[config.mk]
export PLATFORM = sky130hd
export DESIGN_NAME = rwc_chal_sched
export DESIGN_NICKNAME = d
export VERILOG_FILES = /design/src/rtl/rwc_chal_sched.sv
export SDC_FILE = /design/constraint.sdc
export NUM_CORES = 1
export LEC_CHECK = 0
export ABC_AREA = 1
export CAP_MARGIN = 20
export CORE_AREA = 2 2 123 125
export DETAILED_ROUTE_END_ITERATION = 12
export DIE_AREA = 0 0 125 127
export PLACE_DENSITY = 0.81
export SYNTH_ARGS = -nofsm -noshare
export SYNTH_HDL_FRONTEND = slang
export SYNTH_SLANG_ARGS = --single-unit
[constraint.sdc]
create_clock -name i_clk -period 2.4 [get_ports i_clk]
set_clock_uncertainty 0.05 [all_clocks]
set_input_delay 0.48 -clock i_clk [delete_from_list [all_inputs] [get_ports i_clk]]
set_output_delay 0.48 -clock i_clk [all_outputs]
set_load 0.005 [all_outputs]
[src/rtl/rwc_chal_sched.sv]
// Challenge scheduler / response collector for the read-write collision PUF generator.
// Optional RWC_VOTE_EN: three evaluations per address, bitwise-majority response.
module rwc_chal_sched #(
  parameter int ADDR_W  = 10,
  parameter int DATA_W  = 32,
  parameter int TIMEOUT = 16
) (
  input  logic              i_clk,
  input  logic              i_rst,
  input  logic              i_start,
  input  logic [ADDR_W-1:0] i_base_addr,
  input  logic [ADDR_W:0]   i_num_chal,
  input  logic [DATA_W-1:0] i_seed,
  output logic              o_gen_enable,
  output logic [DATA_W-1:0] o_cha_data,
  output logic [ADDR_W-1:0] o_cha_addr,
  input  logic              i_available,
  input  logic [DATA_W-1:0] i_rsp_pos,
  input  logic [DATA_W-1:0] i_rsp_neg,
  output logic              o_rsp_valid,
  input  logic              i_rsp_ready,
  output logic [DATA_W-1:0] o_rsp_data,
  output logic [ADDR_W-1:0] o_rsp_addr,
  output logic              o_busy,
  output logic              o_done,
  output logic              o_err
);
  localparam int TW = $clog2(TIMEOUT + 1);
  localparam logic [DATA_W-1:0] LFSR_MASK = DATA_W'(32'h80200003);

  typedef enum logic [2:0] {
    S_IDLE, S_ISSUE, S_WBUSY, S_WIDLE, S_SETTLE, S_OUT, S_DONE
  } state_t;

  state_t              r_state, w_nxt;
  logic [ADDR_W-1:0]   r_base;
  logic [ADDR_W:0]     r_num, r_idx;
  logic [DATA_W-1:0]   r_lfsr, r_rsp;
  logic [TW-1:0]       r_tcnt;
  logic                r_err;
  logic                w_tlast, w_tmo, w_last, w_last_ev;
  logic [ADDR_W-1:0]   w_addr;
  logic [DATA_W-1:0]   w_xor;

`ifdef RWC_VOTE_EN
  logic [1:0]          r_ev;
  logic [DATA_W-1:0]   r_w0, r_w1;
  assign w_last_ev = (r_ev == 2'd2);
`else
  assign w_last_ev = 1'b1;
`endif

  assign w_tlast = (r_tcnt == TW'(TIMEOUT - 1));
  assign w_last  = (r_idx == r_num - 1'b1);
  assign w_addr  = r_base + r_idx[ADDR_W-1:0];
  assign w_xor   = i_rsp_pos ^ i_rsp_neg;

  always_comb begin
    w_nxt = r_state;
    w_tmo = 1'b0;
    case (r_state)
      S_IDLE:   if (i_start) w_nxt = (i_num_chal == '0) ? S_DONE : S_ISSUE;
      S_ISSUE:  if (i_available) w_nxt = S_WBUSY;
      S_WBUSY:  if (!i_available) w_nxt = S_WIDLE;
                else if (w_tlast) begin w_tmo = 1'b1; w_nxt = S_DONE; end
      S_WIDLE:  if (i_available) w_nxt = S_SETTLE;
                else if (w_tlast) begin w_tmo = 1'b1; w_nxt = S_DONE; end
      S_SETTLE: w_nxt = w_last_ev ? S_OUT : S_ISSUE;
      S_OUT:    if (i_rsp_ready) w_nxt = w_last ? S_DONE : S_ISSUE;
      S_DONE:   w_nxt = S_IDLE;
      default:  w_nxt = S_IDLE;
    endcase
  end

  always_ff @(posedge i_clk or negedge i_rst) begin
    if (!i_rst) begin
      r_state <= S_IDLE;
      r_base  <= '0;
      r_num   <= '0;
      r_idx   <= '0;
      r_lfsr  <= DATA_W'(1);
      r_rsp   <= '0;
      r_tcnt  <= '0;
      r_err   <= 1'b0;
`ifdef RWC_VOTE_EN
      r_ev    <= '0;
      r_w0    <= '0;
      r_w1    <= '0;
`endif
    end else begin
      r_state <= w_nxt;
      // Phase timer restarts whenever the state changes.
      r_tcnt  <= (w_nxt == r_state && (r_state == S_WBUSY || r_state == S_WIDLE))
                 ? r_tcnt + 1'b1 : '0;
      if (w_tmo) r_err <= 1'b1;
      if (r_state == S_IDLE && i_start) begin
        r_base <= i_base_addr;
        r_num  <= i_num_chal;
        r_idx  <= '0;
        r_lfsr <= (i_seed == '0) ? DATA_W'(1) : i_seed;
        r_err  <= 1'b0;
`ifdef RWC_VOTE_EN
        r_ev   <= '0;
`endif
      end
      if (r_state == S_OUT && i_rsp_ready) begin
        r_lfsr <= (r_lfsr >> 1) ^ (r_lfsr[0] ? LFSR_MASK : '0);
        r_idx  <= r_idx + 1'b1;
      end
`ifdef RWC_VOTE_EN
      if (r_state == S_SETTLE) begin
        case (r_ev)
          2'd0:    r_w0  <= w_xor;
          2'd1:    r_w1  <= w_xor;
          default: r_rsp <= (r_w0 & r_w1) | (r_w0 & w_xor) | (r_w1 & w_xor);
        endcase
        r_ev <= w_last_ev ? 2'd0 : r_ev + 1'b1;
      end
`else
      if (r_state == S_SETTLE) r_rsp <= w_xor;
`endif
    end
  end

  // Challenge outputs are gated so the reset/idle view is all zeros.
  assign o_busy       = (r_state != S_IDLE);
  assign o_done       = (r_state == S_DONE);
  assign o_gen_enable = (r_state == S_ISSUE) && i_available;
  assign o_rsp_valid  = (r_state == S_OUT);
  assign o_cha_data   = o_busy ? r_lfsr : '0;
  assign o_cha_addr   = o_busy ? w_addr : '0;
  assign o_rsp_addr   = o_busy ? w_addr : '0;
  assign o_rsp_data   = r_rsp;
  assign o_err        = r_err;
endmodule

### Word level (Yosys, flattened, before mapping)

Cells that the tools add are included.

* latch bits: 0
* bits in read-only memories: 0
* input port bits: 122
* memories kept: 0
* output and inout bits: 89
* bits in writable memories: 0
* flip-flop bits (word level): 105

* div/mod/pow operators: 0
* multiply operators: 0
* add/sub/neg operators: 4
* bitwise gates (word level): 2
* reductions and logical operators: 11
* equal/unequal tests: 9
* order comparisons: 0
* shift-type cells: 0
* multiplexer cells: 24

Operator list (number)
* 32-bit 2-to-1 mux: 5
* 32-bit zero test: 1
* 31-bit by 32-bit bitwise XOR with 32-bit output: 1
* 32-bit bitwise XOR: 1
* 3-bit 2-to-1 mux: 8
* 11-bit 2-to-1 mux: 2
* 3-bit one-hot mux with 6 select lines: 1
* 11-bit by 1-bit adder with 11-bit output, second input constant: 1
* 11-bit equality test: 1
* 11-bit zero test: 1
* 11-bit by 1-bit subtractor with 11-bit output, second input constant: 1
* 10-bit adder: 1
* 10-bit 2-to-1 mux: 1
* 3-bit equality test, second input constant: 3
* 3-bit by 2-bit equality test with 1-bit output, second input constant: 2
* 5-bit by 1-bit adder with 5-bit output, second input constant: 1
* 5-bit by 4-bit equality test with 1-bit output, second input constant: 1
* 1-bit 2-to-1 mux: 5
* 5-bit 2-to-1 mux: 1
* 1-bit logical AND: 4
* 2-bit nonzero test: 2
* 3-bit by 1-bit equality test with 1-bit output, second input constant: 1
* 3-bit equality test: 1
* 3-bit zero test: 1
* 3 further kinds: 3

### Longest topological paths before layout

* depth in word-level cells: 8
* depth in mapped cells: 18
* gate-level depth less buffers: 18

### Worst setup path before layout

No wires, ideal clock.

* path kind: reg-to-output
* start: register r_idx[0]
* end: output o_rsp_addr[8]
* path buffers: 1
* required time: 1870 ps
* cell stages (with the launch flop): 16
* data arrival time: 1999 ps
* setup slack: -129 ps
* path through: dfrtp_1 -> ha_1 -> inv_1 -> fa_1 -> inv_1 -> nand3_1 -> nand2_1 -> nand2_1 -> nand2_1 -> a21oi_1 -> o21ai_0 -> nand2_1 -> nand2_1 -> o21ai_0 -> a21oi_1 -> buf_4

* word-level cells in the longest chain between the ends: 2

Ends and longest elaborated chain
* start, declared: RTL line 37 `logic [ADDR_W:0] r_num, r_idx;`
* start signal, assigned: RTL line 108 `r_idx <= r_idx + 1'b1;`
* 10-bit adder: RTL line 55 `assign w_addr = r_base + r_idx[ADDR_W-1:0];`
* 10-bit 2-to-1 mux
* end, declared: RTL line 23 `output logic [ADDR_W-1:0] o_rsp_addr,`

No other way between the ends.

### Worst setup path after layout

* start: register r_idx[0]
* end: output o_cha_addr[8]

* word-level cells in the longest chain between the ends: 2

Ends and longest elaborated chain
* 10-bit adder: RTL line 55
* 10-bit 2-to-1 mux: RTL line 131 `assign o_cha_addr = o_busy ? w_addr : '0;`
* end, declared: RTL line 16 `output logic [ADDR_W-1:0] o_cha_addr,`

No other way between the ends.

==> flow_metrics.tcl <==
set metrics [dict create \
    outcome "complete, but fails checks" \
    violations "setup timing" \
    cp_cell_sequence "ha_2 > inv_2 > fa_2 > inv_2 > nand3_2 > nand2_2 > nand2_2 > nand2_2 > a21oi_2 > o21ai_1 > nand2_1 > nand2_2 > o21ai_2 > a21oi_2 > buf_2" \
    gp_congestion 0.8765 \
    finalHoldViolCount 0 \
    synthesis.area_um2 5893 \
    syn_to_final_growth_pct 55.82 \
    io_buffers 210 \
    grt_overflow 0 \
    antenna_found_initial 0 \
    post-route-util 0.6366 \
    synth_area_leaders "dfrtp_1 44%, nand2_1 8.9%, inv_1 7.1%, nor2_1 6.1%, xnor2_1 5.6%" \
    synth.largest_area_cell "dfrtp_1" \
    arrival_ns 2.27 \
    rsz0062_at_grt "yes" \
    cp_top_family "adder cells" \
    min_period_ns 2.797 \
    worst_path_largest_cell_delay_ns 0.36 \
    timing.hold.ws_ns 0.4256 \
    crit_fanout 2 \
    final_cell_mix "156 x clkdlybuf4s50_1, 133 x nand2_1, 108 x inv_1" \
    num_vias 5991 \
    mostFrequentLayoutCell "clkdlybuf4s50_1" \
    max_freq_ghz 0.3576 \
    post-route-period-util 1.165 \
    rows 44 \
    post-route-drc-count 0 \
    cts_buffer_depth 2 \
    drive_gt1_frac 0.1726 \
    antenna_cells 0 \
    wirelength_um 17780 \
    synth_seq_cells 105 \
    core_area_um2 14420 \
    total_power_mw 10.07 \
    critPathBufInv 3 \
    setup_viol 12 \
    track_usage 0.2189 \
    multi_input_area_um2 2831 \
    start_util 0.4086 \
    routedWlPerCell_um 14.91 \
    grt_pass1_vias 5981 \
    die_area_um2 15880 \
    synthFlopType "dfrtp_1" \
    clockRootBuffer "clkbuf_16" \
    start_kind "register" \
    maxSlewHeadroom 0.7021 \
    endpoint_kind "output port" \
    criticalPathCategory "register to output port" \
    drt_iter0_drc 308 \
    syn_inst 746 \
    power_density_nw_per_um2 1097 \
    ant_nets 0 \
    yosys.area.top_type_share 0.4416 \
    ios 211 \
    htreeDepth 3 \
    critPathSlowestCell "dfrtp_1" \
    synth_edf_count 0 \
    cts_tree "yes" \
    grt_pass1_wl_um 28490 \
    nFillCells 1201 \
    vias_per_cell 5.026 \
    slew_viol_final 0 \
    num-nets-final 1139 \
    fp.dieH_um 127 \
    preCtsSetupSlack_ns -0.4669 \
    seq_area_frac_synth 0.4461 \
    grt_max_degree 60 \
    ir_drop_v 0.0006269 \
    numCtsBuffers 9 \
    worstSkewPairLatency_ns 0.36 \
    clock_sinks 105 \
    worstMarginPinSlew_ns 0.4468 \
    clk_pin_slew_ns 0.07 \
    cp.required_ns 1.87 \
    die_x_um 125 \
    avgSynthCellArea_um2 7.900 \
    yosysWarningCount 0 \
    regArea_um2 2629 \
    cpMostUsedCell "nand2_2" \
    fin_ws_ns -0.3965 \
    synthArstFlopShare 1.000 \
    p_leak_nw 4.478 \
    worst_hold_path_type "primary input to async pin" \
    synth_nets 882 \
    drtPass1Iterations 5 \
    hpwlAfterDp_um 12860 \
    max-cap-violations 0 \
    synthDistinctLibCells 40 \
]
==> worst reg2reg max path: cells and delay by family (launching register included) <==
kind                   cells  cell delay, ns
buffers and inverters      8            1.22
and+or+nand+nor            3            0.17
AOI/OAI and AO/OA          2            0.30
DFF                        1            0.38
==> report_power, final <==
group,internal (mW),switching (mW)
clock,0.751,0.693
combinational,2.95,2.72
sequential,2.49,0.474
total,6.19,3.88
==> what timing repair did <==
action / in CTS / in global routing
hold endpoints to repair: 3 / 0
pin swaps: 12 / 6
cloned: 2 / 1
endpoints found under the setup margin: 53 / 44
hold buffers: 1 / 0
gates resized for setup: 92 / 60
setup buffers: 12 / 12
==> cells by family (layout without fill, tap and decap cells) <==
group | Yosys count | after routing | share of synthesized area
adders and majority gates | 14 | 14 | 0.03100
and+or+nand+nor | 306 | 306 | 0.2227
xor gates and xnor gates | 43 | 43 | 0.06391
buffers and inverters | 151 | 413 | 0.1036
AOI/OAI and AO/OA | 127 | 127 | 0.1327
DFF | 105 | 105 | 0.4461
==> area by class of cell <==
cell class,count,area share
inverter,117,0.04824
sequential,105,0.2863
multi-input combinational,490,0.3084
timing repair buffer,280,0.3000
tap,184,0.02507
clock inverter,5,0.005587
clock buffer,11,0.02643
==> per-layer routing <==
layer	GRT usage	part of all wire
met1	0.2594	0.40
met5	0	0
met4	0.07451	0.021
met2	0.3887	0.52
met3	0.05528	0.062
==> state kept, by name, summed over array words and instances, names as in the netlist <==
register	count
o_err	1
r_lfsr	32
r_base	10
o_rsp_data	32
r_num	11
r_state	3
r_tcnt	5
r_idx	11
==> cells in the mapped netlist (8+ instances only) <==
master,number
a21oi_1,54
nor2_2,9
buf_4,10
nor2_1,96
o221ai_1,30
inv_1,112
clkbuf_1,12
nand2_1,139
nand4_1,12
nor3_1,8
dfrtp_1,104
nand3_1,23
xnor2_1,38
ha_1,13
o21ai_0,28
==> path summary, 6_finish.rpt <==
| kind | startpoint | end | slack (ns) | depth (start not counted) |
|---|---|---|---|---|
| max | r_idx[0]$_DFFE_PN0P_ | o_cha_addr[8] | -0.40 | 15 |
| min | i_rst | o_rsp_data[3]$_DFFE_PN0N_ | 0.43 | 2 |
| max reg2reg | r_state[1]$_DFF_PN0_ | r_lfsr[0]$_DFFE_PN1P_ | 0.20 | 13 |
| min reg2reg | r_tcnt[0]$_DFF_PN0_ | r_tcnt[0]$_DFF_PN0_ | 0.43 | 1 |
| max in group asynchronous | i_rst | r_lfsr[27]$_DFFE_PN0P_ | 1.35 | 3 |
| min in group i_clk | r_tcnt[0]$_DFF_PN0_ | r_tcnt[0]$_DFF_PN0_ | 0.43 | 1 |
==> metrics by stage <==
| step | std cells | TNS, ns | area (um^2) |
|---|---|---|---|
| floorplan | 746 | -0.04271 | 5906 |
| global placement | 1151 | -3.121 | 8449 |
| detailed placement | 1151 | -3.759 | 8449 |
| CTS | 1182 | -3.331 | 9001 |
| global route | 1192 | -4.875 | 9183 |
| finish | 1192 | -3.562 | 9183 |
(Power assumes the default switching activity.)
